**config.mk**
```make
export PLATFORM = sky130hd
export DESIGN_NAME = mem_read_demux_flat
export DESIGN_NICKNAME = d
export VERILOG_FILES = /design/src/rtl/mem_read_demux_pkg.sv /design/src/rtl/mem_read_demux_if.sv /design/src/rtl/mem_read_demux_load_extractor.sv /design/src/rtl/mem_read_demux.sv /design/src/flat_wrapper.sv
export SDC_FILE = /design/constraint.sdc
export NUM_CORES = 1
export LEC_CHECK = 0
export ABC_AREA = 1
export CORE_ASPECT_RATIO = 0.6
export CORE_MARGIN = 2
export CORE_UTILIZATION = 39
export CTS_BUF_LIST = sky130_fd_sc_hd__clkbuf_2 sky130_fd_sc_hd__clkbuf_4 sky130_fd_sc_hd__clkbuf_8
export CTS_CLUSTER_SIZE = 12
export DETAILED_ROUTE_END_ITERATION = 8
export PLACE_DENSITY = 0.85
export SLEW_MARGIN = 10
export SYNTH_ARGS = -nofsm -noshare
export SYNTH_HDL_FRONTEND = slang
export SYNTH_SLANG_ARGS = --single-unit
```
**constraint.sdc**
```tcl
create_clock -name clk -period 2.2 [get_ports clk]
set_input_delay 0.44 -clock clk [delete_from_list [all_inputs] [get_ports clk]]
set_output_delay 0.44 -clock clk [all_outputs]
set_load 0.03 [all_outputs]
```
**src/rtl/mem_read_demux_pkg.sv**
```systemverilog
// mem_read_demux_pkg: shared read-tag and load funct3 encodings
package mem_read_demux_pkg;
    typedef enum logic [1:0] {
        TAG_NONE  = 2'd0,
        TAG_FETCH = 2'd1,
        TAG_DATA  = 2'd2
    } tag_t;
    localparam logic [2:0] F3_LB  = 3'd0;
    localparam logic [2:0] F3_LH  = 3'd1;
    localparam logic [2:0] F3_LW  = 3'd2;
    localparam logic [2:0] F3_LBU = 3'd4;
    localparam logic [2:0] F3_LHU = 3'd5;
endpackage

```
**src/rtl/mem_read_demux_if.sv**
```systemverilog
// mem_read_demux_if: stage request, unified memory and return-path signals
interface mem_read_demux_if #(parameter int N = 32);
    logic         if_req;
    logic [N-1:0] if_addr;
    logic         mem_rd;
    logic         mem_wr;
    logic [N-1:0] mem_addr;
    logic [N-1:0] mem_wdata;
    logic [2:0]   mem_funct3;
    logic [N-1:0] ram_addr;
    logic         ram_we;
    logic [N-1:0] ram_wdata;
    logic [N-1:0] ram_rdata;
    logic         if_slot;
    logic         mem_slot;
    logic [N-1:0] inst_out;
    logic         inst_valid;
    logic [N-1:0] load_data;
    logic         load_valid;
    modport master (
        output if_req, if_addr, mem_rd, mem_wr, mem_addr, mem_wdata, mem_funct3, ram_rdata,
        input  ram_addr, ram_we, ram_wdata, if_slot, mem_slot, inst_out, inst_valid, load_data, load_valid
    );
    modport slave (
        input  if_req, if_addr, mem_rd, mem_wr, mem_addr, mem_wdata, mem_funct3, ram_rdata,
        output ram_addr, ram_we, ram_wdata, if_slot, mem_slot, inst_out, inst_valid, load_data, load_valid
    );
endinterface

```
**src/rtl/mem_read_demux_load_extractor.sv**
```systemverilog
// load_extractor: selects byte/halfword from a read word and sign/zero extends it
module load_extractor
    import mem_read_demux_pkg::*;
#(parameter int N = 32) (
    input  logic [N-1:0] word,
    input  logic [2:0]   funct3,
    input  logic [1:0]   addr_lo,
    output logic [N-1:0] result
);
    logic [7:0]  b;
    logic [15:0] h;
    assign b = word[{addr_lo, 3'b000} +: 8];
    assign h = addr_lo[1] ? word[16 +: 16] : word[0 +: 16];
    // LW and undefined encodings fall through to the raw word
    always_comb begin
        result = funct3 == F3_LB  ? {{(N-8){b[7]}}, b} :
                 funct3 == F3_LH  ? {{(N-16){h[15]}}, h} :
                 funct3 == F3_LBU ? {{(N-8){1'b0}}, b} :
                 funct3 == F3_LHU ? {{(N-16){1'b0}}, h} : word;
    end
endmodule

```
**src/rtl/mem_read_demux.sv**
```systemverilog
// mem_read_demux: time-slices the unified memory between fetch and MEM, routes read data back
// Optional feature macro: LOAD_EXTRACT_EN (sub-word load extraction; raw word when undefined)
module mem_read_demux
    import mem_read_demux_pkg::*;
#(parameter int N = 32) (
    input logic clk,
    input logic rst,
    mem_read_demux_if.slave bus
);
    logic         phase;
    tag_t         tag;
    tag_t         next_tag;
    logic [N-1:0] inst_hold;
    logic [N-1:0] load_hold;
    logic [N-1:0] ext;
    logic         fetch_hit;
    logic         data_hit;

    // Read data is bypassed in the return cycle so the pulse and its data appear together;
    // reset suppresses a pending return
    assign fetch_hit      = tag == TAG_FETCH && !rst;
    assign data_hit       = tag == TAG_DATA && !rst;
    assign bus.if_slot    = phase;
    assign bus.mem_slot   = ~phase;
    assign bus.inst_valid = fetch_hit;
    assign bus.load_valid = data_hit;
    assign bus.inst_out   = fetch_hit ? bus.ram_rdata : inst_hold;
    assign bus.load_data  = data_hit ? ext : load_hold;

`ifdef LOAD_EXTRACT_EN
    logic [2:0] funct3_q;
    logic [1:0] addr_lo_q;

    // Remember load type and byte offset of the read issued in the data slot
    always_ff @(posedge clk) begin
        if (rst) begin
            funct3_q  <= 3'd0;
            addr_lo_q <= 2'd0;
        end else if (!phase && !bus.mem_wr && bus.mem_rd) begin
            funct3_q  <= bus.mem_funct3;
            addr_lo_q <= bus.mem_addr[1:0];
        end
    end

    load_extractor #(.N(N)) u_extract (
        .word    (bus.ram_rdata),
        .funct3  (funct3_q),
        .addr_lo (addr_lo_q),
        .result  (ext)
    );
`else
    assign ext = bus.ram_rdata;
`endif

    // Slot arbitration: store beats load in the data slot, fetch owns the other slot
    always_comb begin
        bus.ram_addr  = '0;
        bus.ram_we    = 1'b0;
        bus.ram_wdata = bus.mem_wdata;
        next_tag      = TAG_NONE;
        if (!rst && !phase) begin
            if (bus.mem_wr) begin
                bus.ram_addr = bus.mem_addr;
                bus.ram_we   = 1'b1;
            end else if (bus.mem_rd) begin
                bus.ram_addr = bus.mem_addr;
                next_tag     = TAG_DATA;
            end
        end else if (!rst && bus.if_req) begin
            bus.ram_addr = bus.if_addr;
            next_tag     = TAG_FETCH;
        end
    end

    // Phase toggle, pending tag and held return values
    always_ff @(posedge clk) begin
        if (rst) begin
            phase     <= 1'b0;
            tag       <= TAG_NONE;
            inst_hold <= '0;
            load_hold <= '0;
        end else begin
            phase <= ~phase;
            tag   <= next_tag;
            if (tag == TAG_FETCH) inst_hold <= bus.ram_rdata;
            if (tag == TAG_DATA) load_hold <= ext;
        end
    end
endmodule

```
**src/flat_wrapper.sv**
```systemverilog
// flat-port wrapper written by rule: the top's interface ports become plain ports
module mem_read_demux_flat import mem_read_demux_pkg::*;
#(parameter int N = 32)
  (clk, rst, bus_if_req, bus_if_addr, bus_mem_rd, bus_mem_wr, bus_mem_addr, bus_mem_wdata, bus_mem_funct3, bus_ram_rdata, bus_ram_addr, bus_ram_we, bus_ram_wdata, bus_if_slot, bus_mem_slot, bus_inst_out, bus_inst_valid, bus_load_data, bus_load_valid);
  mem_read_demux_if #(.N(N)) bus_i ();
  input logic clk;
  input logic rst;
  input wire logic [$bits(bus_i.if_req)-1:0] bus_if_req;
  input wire logic [$bits(bus_i.if_addr)-1:0] bus_if_addr;
  input wire logic [$bits(bus_i.mem_rd)-1:0] bus_mem_rd;
  input wire logic [$bits(bus_i.mem_wr)-1:0] bus_mem_wr;
  input wire logic [$bits(bus_i.mem_addr)-1:0] bus_mem_addr;
  input wire logic [$bits(bus_i.mem_wdata)-1:0] bus_mem_wdata;
  input wire logic [$bits(bus_i.mem_funct3)-1:0] bus_mem_funct3;
  input wire logic [$bits(bus_i.ram_rdata)-1:0] bus_ram_rdata;
  output wire logic [$bits(bus_i.ram_addr)-1:0] bus_ram_addr;
  output wire logic [$bits(bus_i.ram_we)-1:0] bus_ram_we;
  output wire logic [$bits(bus_i.ram_wdata)-1:0] bus_ram_wdata;
  output wire logic [$bits(bus_i.if_slot)-1:0] bus_if_slot;
  output wire logic [$bits(bus_i.mem_slot)-1:0] bus_mem_slot;
  output wire logic [$bits(bus_i.inst_out)-1:0] bus_inst_out;
  output wire logic [$bits(bus_i.inst_valid)-1:0] bus_inst_valid;
  output wire logic [$bits(bus_i.load_data)-1:0] bus_load_data;
  output wire logic [$bits(bus_i.load_valid)-1:0] bus_load_valid;
  assign bus_i.if_req = bus_if_req;
  assign bus_i.if_addr = bus_if_addr;
  assign bus_i.mem_rd = bus_mem_rd;
  assign bus_i.mem_wr = bus_mem_wr;
  assign bus_i.mem_addr = bus_mem_addr;
  assign bus_i.mem_wdata = bus_mem_wdata;
  assign bus_i.mem_funct3 = bus_mem_funct3;
  assign bus_i.ram_rdata = bus_ram_rdata;
  assign bus_ram_addr = bus_i.ram_addr;
  assign bus_ram_we = bus_i.ram_we;
  assign bus_ram_wdata = bus_i.ram_wdata;
  assign bus_if_slot = bus_i.if_slot;
  assign bus_mem_slot = bus_i.mem_slot;
  assign bus_inst_out = bus_i.inst_out;
  assign bus_inst_valid = bus_i.inst_valid;
  assign bus_load_data = bus_i.load_data;
  assign bus_load_valid = bus_i.load_valid;
  mem_read_demux #(.N(N)) u_core (.clk(clk), .rst(rst), .bus(bus_i));
endmodule
```
**Word level (Yosys, flattened, before mapping)**

Index checks and enable logic that the tools add are counted.

- Bits in registers: 67
- Word-level logic and storage cells: 25
- Output and inout bits: 133
- Input port bits: 136

- Muxes and demuxes: 12
- Equal/unequal tests: 2
- Reduce and logical (&&, ||, !) cells: 6
- Bitwise gates (word level): 1

Operators by type and width:

| operator | count |
|---|---|
| two-way mux 32 bit | 6 |
| two-way mux 2 bit | 3 |
| logical AND 1 bit | 4 |
| two-way mux 1 bit | 3 |
| equality test 2 x 1 -> 1 bit, second input constant | 1 |
| equality test 2 bit, second input constant | 1 |
| zero test 1 bit | 2 |
| NOT 1 bit | 1 |

**Logic depth before layout (Yosys ltp)**

- Word-level depth: 4
- Gate-level depth with buffers: 6
- Depth with buffers taken out: 4

**Least setup slack after synthesis**

Ideal clock, no wire load.

- Kind: flip-flop to output port
- Start point: register u_core.phase (netlist: u_core.bus.if_slot)
- End point: output bus_ram_addr[10]
- Data arrival time: 1.277 ns
- Cell stages (with the launch flop): 6
- Path buffers: 1
- Setup slack: 0.483 ns
- Path through: dfxtp_1 > nand2_1 > nor2_2 > buf_2 > nand2_1 > nand2_1

- Longest elaborated chain between the ends: 3

RTL lines:

| item | RTL line | text |
|---|---|---|
| start, declared | mem_read_demux.sv:10 | `logic phase;` |
| start signal, assigned | mem_read_demux.sv:83 | `phase <= ~phase;` |
| zero test 1 bit | mem_read_demux.sv:61 | `if (!rst && !phase) begin` |
| logical AND 1 bit | mem_read_demux.sv:61 |  |
| two-way mux 32 bit | mem_read_demux.sv:61 |  |
| end, declared | flat_wrapper.sv:16 | `output wire logic [$bits(bus_i.ram_addr)-1:0] bus_ram_addr;` |

No other way between the ends.

**Worst setup path after layout**

- Start point: input bus_mem_wr
- End point: output bus_ram_addr[14]

- Longest elaborated chain between the ends: 2

RTL lines:

| item | RTL line | text |
|---|---|---|
| start, declared | flat_wrapper.sv:11 | `input wire logic [$bits(bus_i.mem_wr)-1:0] bus_mem_wr;` |
| two-way mux 32 bit | mem_read_demux.sv:62 | `if (bus.mem_wr) begin` |
| two-way mux 32 bit | mem_read_demux.sv:61 |  |

No other way between the ends.

==> qor.yml <==
ys_seq_area_share_pct: 35.6
status: "completed"
comb_power_share_pct: 26.4
synthesis.area_mm2: 0.00377
crit_buf_inv: 4
wl_um: 13800
wl_per_cell_um: 15.5
leakagePower_nw: 3.22
synth_common_cells: "nand2_1, nand3_1, dfxtp_1"
pre_cts_slack_ns: -0.113
portBuffers: 201
drt-initial-drc-count: 420
ys_ff_latch: 67
vias: 4678
insertion_delay_ns: 0.35
critPathMaxFanout: 32
setup_viol: 0
p_switching_w: 0.000936
ff2ff_path_depth: 5
power_density_mw_per_mm2: 534
layout_setup_ws_ns: 0.0751
die_w_um: 131
dp_hpwl_um: 10300
syn_nets: 719
yosys_most_used_dff: "dfxtp_1"
path_cells: "clkdlybuf4s50_1 > inv_1 > nand2_1 > buf_12 > nand3_1 > nand2_1 > buf_12"
rows: 27
synth_most_common_cell: "nand2_1"
cp_top_family: "buffers and inverters"
grt_first_pass_wirelength_um: 21900
clkPwrFrac_pct: 34.6
clockBufferDepth: 2
overflow: 0
dr_wl_met3_um: 1580
cp-start-kind: "primary input"
maxCapViolations: 0
drt-met1-wl_um: 5480
nNetsFinal: 888
rsz0062_at_grt: "no"
worst_pin_slew_ns: 0.678
die_area_mm2: 0.0105
timing.final.crit_share_pct: 96.6
hold_buffers: 0
area_growth_pct: 61.3
n_antenna_cell: 0
die_height_um: 80.1
fin_util_pct: 65.4
fin_skew_ns: 0.00685
maxSlewViolCount: 0
slew_headroom_pct: 54.6
routabilityCongestion: 0.860
cts.sinks: 67
yosys_warnings: 0
cts_tree: "built"
core_mm2: 0.00929
endpoint_kind: "output port"
start_util_pct: 40.5
viasPerCell: 5.27
peakVddDrop_mv: 0.293
critPathRequiredTime_ns: 1.76
drive_gt1_share_pct: 21.4
synth-edff-count: 0
p_int_w: 0.00231
yosysTopAreaCellShare_pct: 35.6
cts_buffers: 9
max_stage_delay_ns: 0.48
p_sw_share_pct: 28.8
async_reset_ff_share_pct: 0
clk_pin_slew_ns: 0.07
h-tree-depth: 3
highest_layer: "met5"
grt_max_degree: 52
root_buffer: "clkbuf_8"
hold_path.class: "reg -> reg"
syn_area_per_cell_um2: 6.46
min_period_ns: 2.12
crit_arrival_ns: 1.68
dr.pass1.iters: 5
syn_inst: 583
fmax_mhz: 471
dr_wl_met2_um: 6310
hold_violations: 0
drc_errors: 0
netlist.top_cell.by_area: "dfxtp_1"
yosysUniqueCellTypes: 14
grt_pass1_vias: 4478
synthTopCellsByArea: "dfxtp_1, nand2_1, nand3_1"
antenna_found_initial: 0
worst-setup-path-type: "in -> out"
crit_cells: 7
antenna_left: 0
timing.hold.ws_ns: 0.471
critPathSlowestCell: "clkdlybuf4s50_1"
hold_depth: 2
io_pins: 269
grt_use_total_pct: 27.0
sequentialPowerShare_pct: 39.0
==> worst register-to-register path: stages, from the launching register on <==
cell and delay (ns):
dfxtp_1 0.33, inv_2 0.23, buf_4 0.25, nand2_2 0.41, nand3_1 0.24, nand2_1 0.08
==> sequential cells by signal (all words and copies together), names as in the netlist <==
| register | flops |
|---|---|
| u_core.bus.if_slot | 1 |
| u_core.inst_hold | 32 |
| u_core.tag | 2 |
| u_core.load_hold | 32 |
==> timing repair <==
| item | CTS | global route |
|---|---|---|
| gates resized for setup | 2 | 0 |
| buffers inserted | 0 | 0 |
| setup endpoints to repair | 61 | 0 |
==> kinds of logic (layout without fill, tap and decap cells) <==
kind of cell	Yosys count	count (layout)	synth area share [%]
AND/OR/NAND/NOR	426	426	50.5
buffers and inverters	90	264	13.9
flip-flops	67	67	35.6
==> per-layer routing <==
layer | up-vias | global-route usage [%]
li1 | 2237 | -
met1 | 2115 | 32.9
met2 | 297 | 43.8
met3 | 27 | 9.66
met4 | 2 | 9.57
met5 | - | 3.74
==> worst paths after layout <==
path              slack [ns]              endpoint           startpoint
hold reg to reg         0.47   u_core.inst_hold[0]  u_core.inst_hold[0]
setup reg to reg        0.55  u_core.inst_hold[15]        u_core.tag[1]
setup / recovery        0.08      bus_ram_addr[14]           bus_mem_wr
hold / removal          0.47   u_core.inst_hold[0]  u_core.inst_hold[0]
==> final cells by class <==
| type | count | area [um2] |
|---|---|---|
| clock buffers | 11 | 139 |
| clock inverters | 5 | 77.6 |
| fillers | 753 | 3220 |
| inverters | 9 | 38.8 |
| multi-input cells | 426 | 1900 |
| flip-flops and latches | 67 | 1340 |
| well taps | 130 | 163 |
| repair buffers | 239 | 2410 |
==> cell usage in the layout, fill, tap and decap left out <==
| cell | instances |
|---|---|
| buf_12 | 29 |
| buf_4 | 108 |
| nand3_2 | 2 |
| inv_1 | 6 |
| clkinv_2 | 2 |
| nand4_1 | 64 |
| nor2_1 | 1 |
| nand3_1 | 96 |
| nor3_1 | 1 |
| nand2_1 | 258 |
| clkinv_4 | 1 |
| clkinvlp_4 | 1 |
| inv_2 | 2 |
| nand2_2 | 2 |
| clkbuf_4 | 2 |
| bufinv_16 | 2 |
| dfxtp_1 | 67 |
| dlygate4sd2_1 | 1 |
| clkbuf_8 | 9 |
| clkdlybuf4s50_1 | 101 |
| nor2_2 | 2 |
==> stage by stage <==
stage / area [um2] / TNS, ns / total power (W) / instances
final: 6070 / 0 / 0.00325 / 887
after global routing: 6070 / 0 / 0.00338 / 887
after CTS: 6070 / 0 / 0.00327 / 887
after detailed placement: 5850 / -3.54 / 0.00215 / 871
after global placement: 5850 / -3.48 / 0.00213 / 871
after floorplan: 3770 / 0 / 0.00178 / 583
==> power by group through the flow <==
stage                     registers (W)  logic (W)  clock network [W]
after global placement          0.00129   0.000841                  0
after detailed placement        0.00129   0.000854                  0
after global routing            0.00127   0.000910            0.00120
after CTS                       0.00127   0.000857            0.00114
after floorplan                 0.00129   0.000492                  0
final                           0.00127   0.000856            0.00112
(Power assumes the default switching activity.)
